--- config.mk ---
export PLATFORM = sky130hd
export DESIGN_NAME = branch_condition_unit
export DESIGN_NICKNAME = d
export VERILOG_FILES = /design/src/rtl/branch_pkg.sv /design/src/rtl/branch_condition_unit_cond_eval.sv /design/src/rtl/branch_condition_unit.sv
export SDC_FILE = /design/constraint.sdc
export NUM_CORES = 1
export LEC_CHECK = 0
export ABC_AREA = 1
export CAP_MARGIN = 20
export CORE_ASPECT_RATIO = 1.2
export CORE_MARGIN = 2
export CORE_UTILIZATION = 50
export DETAILED_ROUTE_END_ITERATION = 10
export PLACE_DENSITY_LB_ADDON = 0.12
export SETUP_SLACK_MARGIN = 0.2
export SYNTH_ARGS = -nofsm -noshare
export SYNTH_HDL_FRONTEND = slang
export SYNTH_HIERARCHICAL = 1
export SYNTH_SLANG_ARGS = --single-unit
--- constraint.sdc ---
create_clock -name clk -period 1.7 [get_ports clk]
set_input_delay 0.34 -clock clk [delete_from_list [all_inputs] [get_ports clk]]
set_output_delay 0.34 -clock clk [all_outputs]
set_load 0.05 [all_outputs]
--- src/rtl/branch_pkg.sv ---
// Shared types and constants for the branch condition unit: condition
// codes, flag bit positions inside the {N,Z,C,V} nibble, and FSM states.
package branch_pkg;

  typedef enum logic [2:0] {
    EQ  = 3'd0,
    NE  = 3'd1,
    LT  = 3'd2,
    GE  = 3'd3,
    LTU = 3'd4,
    GEU = 3'd5,
    AL  = 3'd6,
    NV  = 3'd7
  } cond_e;

  localparam int FLAG_N = 3;
  localparam int FLAG_Z = 2;
  localparam int FLAG_C = 1;
  localparam int FLAG_V = 0;

  typedef enum logic [1:0] {
    IDLE = 2'd0,
    WAIT = 2'd1,
    RESP = 2'd2
  } state_e;

endpackage

--- src/rtl/branch_condition_unit_cond_eval.sv ---
// Combinational condition evaluator: decides taken/not-taken from a
// {N,Z,C,V} flag nibble and a 3-bit condition code.
module cond_eval
  import branch_pkg::*;
(
  input  logic [3:0] flags,
  input  logic [2:0] cond,
  output logic       taken
);

  logic n;
  logic z;
  logic c;
  logic v;

  assign n = flags[FLAG_N];
  assign z = flags[FLAG_Z];
  assign c = flags[FLAG_C];
  assign v = flags[FLAG_V];

  // Map each condition code onto its flag expression
  always_comb begin
    taken = 1'b0;
    case (cond_e'(cond))
      EQ:      taken = z;
      NE:      taken = ~z;
      LT:      taken = n ^ v;
      GE:      taken = ~(n ^ v);
      LTU:     taken = ~c;
      GEU:     taken = c;
      AL:      taken = 1'b1;
      NV:      taken = 1'b0;
      default: taken = 1'b0;
    endcase
  end

endmodule

--- src/rtl/branch_condition_unit.sv ---
// Branch condition unit: holds the ALU flag register, accepts branch
// requests from decode, waits for in-flight flag writes when needed, and
// hands the resolved direction and target to fetch. Keeps saturating
// counts of delivered taken/not-taken resolutions.
module branch_condition_unit
  import branch_pkg::*;
#(
  parameter int ADDR_W = 8,
  parameter int CNT_W  = 16
) (
  input  logic              clk,
  input  logic              rst_n,
  input  logic              flag_we,
  input  logic [3:0]        flags_in,
  input  logic              flag_pending,
  input  logic              flush,
  input  logic              br_valid,
  output logic              br_ready,
  input  logic [2:0]        br_cond,
  input  logic [ADDR_W-1:0] br_target,
  output logic              res_valid,
  input  logic              res_ready,
  output logic              res_taken,
  output logic [ADDR_W-1:0] res_target,
  output logic [3:0]        flags_q,
  output logic [CNT_W-1:0]  taken_cnt,
  output logic [CNT_W-1:0]  not_taken_cnt
);

  localparam logic [CNT_W-1:0] CNT_ONE = {{(CNT_W-1){1'b0}}, 1'b1};

  state_e            state;
  state_e            next_state;
  logic [2:0]        cond_q;
  logic [ADDR_W-1:0] target_q;
  logic              taken_q;
  logic [3:0]        eff_flags;
  logic [2:0]        eval_cond;
  logic              eval_taken;
  logic              capture;
  logic              load_result;
  logic              deliver;

  // A flag write in the same cycle is forwarded ahead of the register;
  // in IDLE the live request is evaluated, otherwise the captured one
  assign eff_flags = flag_we ? flags_in : flags_q;
  assign eval_cond = (state == IDLE) ? br_cond : cond_q;

  cond_eval u_cond_eval (
    .flags (eff_flags),
    .cond  (eval_cond),
    .taken (eval_taken)
  );

  assign br_ready   = (state == IDLE);
  assign res_valid  = (state == RESP);
  assign res_taken  = taken_q;
  assign res_target = target_q;

  // Next-state logic; flush overrides everything and suppresses side effects
  always_comb begin
    next_state  = state;
    capture     = 1'b0;
    load_result = 1'b0;
    deliver     = 1'b0;
    case (state)
      IDLE: begin
        if (br_valid) begin
          capture = 1'b1;
          if (flag_pending && !flag_we) begin
            next_state = WAIT;
          end else begin
            load_result = 1'b1;
            next_state  = RESP;
          end
        end
      end
      WAIT: begin
        if (flag_we) begin
          load_result = 1'b1;
          next_state  = RESP;
        end
      end
      RESP: begin
        if (res_ready) begin
          deliver    = 1'b1;
          next_state = IDLE;
        end
      end
      default: next_state = IDLE;
    endcase
    if (flush) begin
      next_state  = IDLE;
      capture     = 1'b0;
      load_result = 1'b0;
      deliver     = 1'b0;
    end
  end

  // State register
  always_ff @(posedge clk or negedge rst_n) begin
    if (!rst_n) begin
      state <= IDLE;
    end else begin
      state <= next_state;
    end
  end

  // Flag register loads on every write, independent of the FSM and flush
  always_ff @(posedge clk or negedge rst_n) begin
    if (!rst_n) begin
      flags_q <= 4'b0000;
    end else if (flag_we) begin
      flags_q <= flags_in;
    end
  end

  // Captured request and registered resolution, held stable through RESP
  always_ff @(posedge clk or negedge rst_n) begin
    if (!rst_n) begin
      cond_q   <= 3'd0;
      target_q <= '0;
      taken_q  <= 1'b0;
    end else begin
      if (capture) begin
        cond_q   <= br_cond;
        target_q <= br_target;
      end
      if (load_result) begin
        taken_q <= eval_taken;
      end
    end
  end

  // Saturating statistics, stepped only on a delivered resolution
  always_ff @(posedge clk or negedge rst_n) begin
    if (!rst_n) begin
      taken_cnt     <= '0;
      not_taken_cnt <= '0;
    end else if (deliver) begin
      if (taken_q) begin
        if (!(&taken_cnt)) taken_cnt <= taken_cnt + CNT_ONE;
      end else begin
        if (!(&not_taken_cnt)) not_taken_cnt <= not_taken_cnt + CNT_ONE;
      end
    end
  end

endmodule

==> out/metrics.csv, run 1 <==
metric,value,unit
outcome,"finished, final reports clean",
switching portion of total power,0.406,
worst min-delay path class,in2async,
crit-path cells,"nor2_4, buf_6, buf_12",
adder-cell area share of the yosys netlist,0.00857,
clock group share of total power,0.183,
number of warnings reported in the yosys synthesis log,6,
transition time at the pin with the least slew margin,366,ps
vertical extent of the die,87.7,um
share of the synthesized area in compound gates (AO/OA/AOI/OAI),0.0219,
internal power,2400,uW
vias per cell,5.31,
part of the power in combinational logic,0.450,
max-slew headroom at the worst pin,0.756,
first-pass GRT wire length,12300,um
number of buffers inserted by port buffering,68,
net count of the mapped netlist,417,
required time at the endpoint of the critical path,1360,ps
Critical Path Sink Type,primary output,
Final Total Pwr,4040,uW
fraction of registers with async set/reset,1.00,
later-pin clock latency in the skew report,320,ps
most used flip-flop cell after synthesis,sky130_fd_sc_hd__dfrtp_1,
type of element launching the critical path,flip-flop,
Crit Path Class,reg2out,
I/O pins,69,
depth of the CTS H-tree,2,
reported max-cap violation count,0,
pin count of the biggest net entering global routing,39,
flop and latch count out of synthesis,50,
proportion of synthesized chip area in sequential cells,0.429,
final period demand of the worst path,1640,ps
PnR worst setup slack,58.9,ps
ANT cells,0,
fraction of synthesized cell area in xor and xnor cells,0.0390,
number of hold violations in the final report,0,
switching power total,1640,uW
share of cells above drive strength 1,0.427,
initial core utilization,0.518,
placer's final routability congestion estimate,0.902,
antenna violations before repair,0,
number of DRC markers in iteration 0,215,
cell chosen for the clock root,sky130_fd_sc_hd__clkbuf_8,
"area fraction in and, or, nand and nor cells after synthesis",0.408,
routed length per instance,14.3,um
Cells after Synth,393,
worst-path fanout max,7,
number of buffers inserted during clock tree synthesis,5,
unrepaired setup endpoints after global routing,yes,
"Max stage delay cell, worst path",sky130_fd_sc_hd__dfrtp_1,
sink count of the clock tree,50,
first-pass detailed-route iteration total,4,
post-route DRC violation count,0,
final number of setup-violating endpoints,0,
number of placed cells counting well taps,541,
total die area,6470,sq um
global route total overflow,0,
Slew Limit Fails,0,
CP top delay family,flip-flops,
clock-pin transition on the worst setup and hold timing paths,100,ps
synth top area cells,"sky130_fd_sc_hd__dfrtp_1 43%, sky130_fd_sc_hd__nand2_1 20%, sky130_fd_sc_hd__nand3_1 6.2%",
site row count,30,
post-layout utilization of the core,0.813,
share of Yosys cell area claimed by the top area cell type,0.429,
multiplexer share of the synthesized area,0.0309,
share of the cycle needed by the critical path after routing,0.965,
TritonCTS clock tree,built,
leakage power total,0.00216,uW
pwr dens,883,nW/um^2
pre-CTS setup slack,-185,ps
chip width,73.8,um
average cell area after synthesis,7.43,sq um
count of nets left with antenna violations after detail routing,0,
dominant combinational cell family by area after synthesis,simple AND/OR/NAND/NOR gates,
area of the mapped netlist,2920,sq um
number of non-filler instances in the completed layout,589,
clock tree skew after final layout,16.3,ps
Peak supply drop,0.776,mV
Final nets,548,
final instance area,4580,sq um
total wire length,8420,um
vias,3129,
data arrival time of the critical path,1300,ps
number of global-route vias before repair,2839,
longest individual stage delay on the worst path,440,ps
placeable core region,5630,sq um
number of synthesized flops with an enable pin,0,
maximum clock insertion buffer count,2,
Netlist cell types,28,
maximum operating frequency,0.609,GHz
top cell type by total area after synthesis,sky130_fd_sc_hd__dfrtp_1,
final HPWL from detailed placement,5120,um
combined global-route utilization of all metal layers,0.238,
total cell area at the placement stage,3860,sq um
combined buffer and inverter count along the critical path,2,
power share of the sequential group,0.368,
area delta synth->final,56.9,%
## placed cells by master (no fill, tap or decap), types with 3 or more instances in the layout
cell type,netlist,layout
sky130_fd_sc_hd__clkdlybuf4s50_1,0,20
sky130_fd_sc_hd__nand3_1,36,23
sky130_fd_sc_hd__nor2_1,38,24
sky130_fd_sc_hd__dfrtp_2,0,23
sky130_fd_sc_hd__nand2_4,1,3
sky130_fd_sc_hd__nand2_8,0,3
sky130_fd_sc_hd__a21oi_4,0,4
sky130_fd_sc_hd__buf_6,3,8
sky130_fd_sc_hd__inv_1,34,29
sky130_fd_sc_hd__nand2_2,4,18
sky130_fd_sc_hd__nand3_2,2,15
sky130_fd_sc_hd__nand2_1,157,141
sky130_fd_sc_hd__xnor2_1,7,7
sky130_fd_sc_hd__dfrtp_1,50,27
sky130_fd_sc_hd__buf_12,0,7
sky130_fd_sc_hd__clkbuf_8,0,5
sky130_fd_sc_hd__mux2_2,8,8
sky130_fd_sc_hd__nor2_4,4,14
sky130_fd_sc_hd__nor2_2,7,11
sky130_fd_sc_hd__buf_4,1,86
sky130_fd_sc_hd__o21ai_0,5,5
sky130_fd_sc_hd__inv_2,2,6
sky130_fd_sc_hd__xor2_1,6,6
sky130_fd_sc_hd__nand4_1,7,7
sky130_fd_sc_hd__nand3b_1,9,9
## path summary, 6_finish.rpt
kind                                     from            end  slack (ps)  depth (start not counted)
worst max-delay path                 state[1]       br_ready          60                          3
worst min-delay path                    rst_n  taken_cnt[14]         450                          2
worst max register to register       state[1]      res_taken          60                         12
worst min register to register  res_target[6]  res_target[6]         520                          1
max in group asynchronous               rst_n   taken_cnt[4]         700                          3
min in group clk                res_target[6]  res_target[6]         520                          1
## synthesized netlist by cell type, drive strengths merged, types with 2 or more instances
cell	number
buf	6
ha	2
nand2	162
nand3b	9
nor2	49
mux2	8
a21oi	4
xor2	6
nor3	2
xnor2	7
inv	36
dfrtp	50
nand4	7
nand3	38
o21ai	5
## timing repair
action / in CTS / in global routing
endpoints found under the setup margin: 23 / 44
gates resized for setup: 10 / 62
pin swaps: 9 / 33
buffers inserted: 10 / 21
cloned: 2 / 6
endpoints found under the hold margin: 12 / 0
hold buffers: 1 / 0
## power groups by stage
| stage | Clock, uW | Sequential [uW] | Combinational, uW |
|---|---|---|---|
| final | 738 | 1490 | 1820 |
| after global routing | 784 | 1510 | 1930 |
| after CTS | 747 | 1480 | 1540 |
| after detailed placement | 0 | 1510 | 1380 |
| after global placement | 0 | 1510 | 1340 |
| after floorplan | 0 | 1910 | 502 |
## worst register-to-register path, cell delays in order, from the launching register on
cell and delay (ps):
sky130_fd_sc_hd__dfrtp_1 440, sky130_fd_sc_hd__nor2_4 250, sky130_fd_sc_hd__nor2_4 60, sky130_fd_sc_hd__a21oi_4 160, sky130_fd_sc_hd__inv_2 80, sky130_fd_sc_hd__nand2_1 60
sky130_fd_sc_hd__nor2_1 40, sky130_fd_sc_hd__nand2_1 60, sky130_fd_sc_hd__nand3_1 70, sky130_fd_sc_hd__nor2_1 100, sky130_fd_sc_hd__nand2_1 60, sky130_fd_sc_hd__nand3_1 80
sky130_fd_sc_hd__nand2_1 50
## flip-flops by register name (all words and copies together) (netlist names)
name,count
taken_cnt,16
not_taken_cnt,16
res_target,8
flags_q,4
state,2
cond_q,3
res_taken,1
## layout make-up
| cell class | count | area (sq um) |
|---|---|---|
| timing repair buffer | 126 | 1160 |
| fill | 351 | 1050 |
| clock inverter | 3 | 23.8 |
| tap | 64 | 80.1 |
| sequential | 50 | 1280 |
| multi-input combinational | 305 | 1830 |
| clock buffer | 5 | 68.8 |
| inverter | 36 | 138 |
## cell families after synthesis
kind of cell	count (synthesis)
and+or+nand+nor	267
buffers and inverters	42
DFF	50
adders and majority gates	2
AOI/OAI and AO/OA	11
muxes	8
xor gates and xnor gates	13
## metrics by stage
stage               hold WS [ps]  setup TNS (ps)
floorplan                   44.4            -263
global placement             259            -534
detailed placement           269           -2060
CTS                          455               0
global route                 489           -12.4
finish                       447               0
## routing by layer
| metal | part of all wire | up-vias | track usage |
|---|---|---|---|
| met5 | 0 | - | 0 |
| met4 | 0.029 | 0 | 0.0893 |
| met1 | 0.39 | 1454 | 0.279 |
| met3 | 0.049 | 30 | 0.0472 |
| met2 | 0.54 | 123 | 0.424 |
| li1 | - | 1522 | - |
Power figures use the tool's default switching activity.
==> run 2, diff against run 1 <==
--- a/config.mk
+++ b/config.mk
@@ -11,7 +11,7 @@
 export CORE_MARGIN = 2
 export CORE_UTILIZATION = 50
 export DETAILED_ROUTE_END_ITERATION = 10
-export PLACE_DENSITY_LB_ADDON = 0.12
+export PLACE_DENSITY = 0.89
 export SETUP_SLACK_MARGIN = 0.2
 export SYNTH_ARGS = -nofsm -noshare
 export SYNTH_HDL_FRONTEND = slang
==> run 2 against run 1 <==
Effect of this change: the flow now finishes with violations (negative hold slack, negative setup slack); non-clock buffer count decreased by 7; hold slack got worse by 450 ps; critical path depth increased by 8; combinational power increased by 2%; sequential cell count unchanged; clock power increased by 13%; setup slack got worse by 140 ps; maximum frequency decreased by 8.0%; first-iteration DRC count increased by 50%; wire length increased by 9.6%; global-route usage increased by 0.27 points; power increased by 3.0%; critical endpoint is now res_taken; largest cell class unchanged.
==> out/metrics.csv, run 2 (synthesis gave the netlist of run 1 again) <==
metric,value,unit,change
outcome,"complete, but fails checks",,"was finished, final reports clean"
violated checks,"negative hold slack, negative setup slack",,
area delta synth->final,56.0,%,was 56.9%
"most common cell after layout, fill and taps aside",sky130_fd_sc_hd__nand2_1,,unchanged
unrepaired setup endpoints after global routing,yes,,unchanged
vertical extent of the die,87.7,um,unchanged
placer's final routability congestion estimate,0.803,,was 0.902
maximum clock insertion buffer count,2,,unchanged
vias per cell,5.51,,was 5.31
number of placed cells counting well taps,539,,was 541
max-slew headroom at the worst pin,0.769,,was 0.756
number of hold violations in the final report,4,,was 0
share of cells above drive strength 1,0.427,,about the same
WHS,-0.848,ps,was 447 ps
ANT cells,0,,unchanged
final HPWL from detailed placement,5180,um,was 5120 um
PnR worst setup slack,-83.9,ps,was 58.9 ps
total wire length,9220,um,was 8420 um
I/O pins,69,,unchanged
combined global-route utilization of all metal layers,0.240,,was 0.238
antenna violations before repair,0,,unchanged
number of buffers inserted by port buffering,68,,unchanged
chip width,73.8,um,unchanged
data arrival time of the critical path,1990,ps,was 1300 ps
transition time at the pin with the least slew margin,345,ps,was 366 ps
number of buffers inserted during clock tree synthesis,5,,unchanged
share of the cycle needed by the critical path after routing,1.05,,was 0.965
cell chosen for the clock root,sky130_fd_sc_hd__clkbuf_8,,unchanged
depth of the CTS H-tree,2,,unchanged
number of DRC markers in iteration 0,322,,was 215
fill cell total of the finished layout,312,,was 351
total negative setup slack,-83.9,ps,was 0 ps
initial core utilization,0.518,,unchanged
first-pass GRT wire length,12500,um,was 12300 um
Critical Path Sink Type,flip-flop,,was primary output
total area of multi-input combinational cells,1850,sq um,was 1830 sq um
Final nets,540,,was 548
pin count of the biggest net entering global routing,51,,was 39
Seq. cell area,1280,sq um,about the same
global route total overflow,0,,unchanged
number of cells on the worst reg-to-reg path,11,,was 12
placeable core region,5630,sq um,unchanged
post-layout utilization of the core,0.809,,was 0.813
leakage power total,0.00220,uW,was 0.00216 uW
number of global-route vias before repair,2953,,was 2839
routed length per instance,15.9,um,was 14.3 um
type of element launching the critical path,flip-flop,,unchanged
clock-pin transition on the worst setup and hold timing paths,90,ps,was 100 ps
pwr dens,915,nW/um^2,was 883 nW/um^2
vias,3202,,was 3129
worst min-delay path class,in2async,,unchanged
number of non-filler instances in the completed layout,581,,was 589
final period demand of the worst path,1780,ps,was 1640 ps
TritonCTS clock tree,built,,unchanged
first-pass detailed-route iteration total,5,,was 4
post-route DRC violation count,0,,unchanged
Peak supply drop,0.644,mV,was 0.776 mV
"commonest non-fill, non-tap cells in the layout","129 x sky130_fd_sc_hd__nand2_1, 83 x sky130_fd_sc_hd__buf_4, 28 x sky130_fd_sc_hd__inv_1, 28 x sky130_fd_sc_hd__nor2_1, 28 x sky130_fd_sc_hd__dfrtp_1",,"was 141 x sky130_fd_sc_hd__nand2_1, 86 x sky130_fd_sc_hd__buf_4, 29 x sky130_fd_sc_hd__inv_1"
total die area,6470,sq um,unchanged
required time at the endpoint of the critical path,1900,ps,was 1360 ps
Crit Path Class,reg2reg,,was reg2out
Slew Limit Fails,0,,unchanged
clock tree skew after final layout,6.41,ps,was 16.3 ps
maximum operating frequency,0.561,GHz,was 0.609 GHz
site row count,30,,unchanged
reported max-cap violation count,0,,unchanged
final number of setup-violating endpoints,1,,was 0
sink count of the clock tree,50,,unchanged
count of nets left with antenna violations after detail routing,0,,unchanged
worst-path fanout max,6,,was 7
later-pin clock latency in the skew report,310,ps,was 320 ps
run 2: area by class of cell:
cell class / count / area share
Clock buffer: 7 / 0.0168
Clock inverter: 1 / 0.00659
Inverter: 36 / 0.0302
Multi-Input combinational cell: 304 / 0.406
Sequential cell: 50 / 0.281
Tap cell: 64 / 0.0176
Timing Repair Buffer: 119 / 0.242
run 2: path summary, 6_finish.rpt:
kind | from | slack, ps | end
max in group asynchronous | rst_n | 1430 | not_taken_cnt[6]
max | state[0] | -80 | res_taken
min reg2reg | res_target[0] | 510 | res_target[0]
min in group clk | res_target[0] | 510 | res_target[0]
max reg2reg | state[0] | -80 | res_taken
min | rst_n | -0.8 | taken_cnt[5]
run 2: power by group:
part / leakage (uW) / total [uW] / internal, uW / switching (uW)
Sequential: 0.000627 / 1480 / 1340 / 139
Combinational: 0.00152 / 1860 / 741 / 1110
Clock: 0.0000524 / 834 / 441 / 393
Total: 0.00220 / 4170 / 2520 / 1650
run 2: layer usage:
| metal | global-route usage | share of wire |
|---|---|---|
| met2 | 0.434 | 0.54 |
| met3 | 0.0472 | 0.056 |
| met1 | 0.277 | 0.37 |
| met5 | 0 | 0 |
| met4 | 0.0909 | 0.028 |
run 2: worst max-delay path: stages, from the launching register on:
cell	delay, ps
sky130_fd_sc_hd__dfrtp_2	440
sky130_fd_sc_hd__nor2_4	210
sky130_fd_sc_hd__nor2_2	50
sky130_fd_sc_hd__a21oi_2	180
sky130_fd_sc_hd__inv_2	110
sky130_fd_sc_hd__buf_4	140
sky130_fd_sc_hd__nand4_1	60
sky130_fd_sc_hd__nand3_1	110
sky130_fd_sc_hd__nor2_1	160
sky130_fd_sc_hd__nand2_1	90
sky130_fd_sc_hd__nand3_1	80
sky130_fd_sc_hd__nand2_1	50
run 2: through the flow:
step / setup slack (ps) / power, uW / instance area, sq um
3_5_place_dp: -152 / 2910 / 3880
5_1_grt: -180 / 4340 / 4550
2_1_floorplan: -34.9 / 2420 / 3050
3_3_place_gp: -74.2 / 2850 / 3880
6_report: -83.9 / 4170 / 4550
4_1_cts: 136 / 3840 / 4080
run 2: what timing repair did:
item | in CTS | in global routing
pin swaps | 2 | 30
hold buffers | 0 | 0
endpoints found under the hold margin | 0 | 0
endpoints found under the setup margin | 37 | 38
buffers inserted | 10 | 18
resized for setup | 3 | 72
gates cloned | 0 | 6
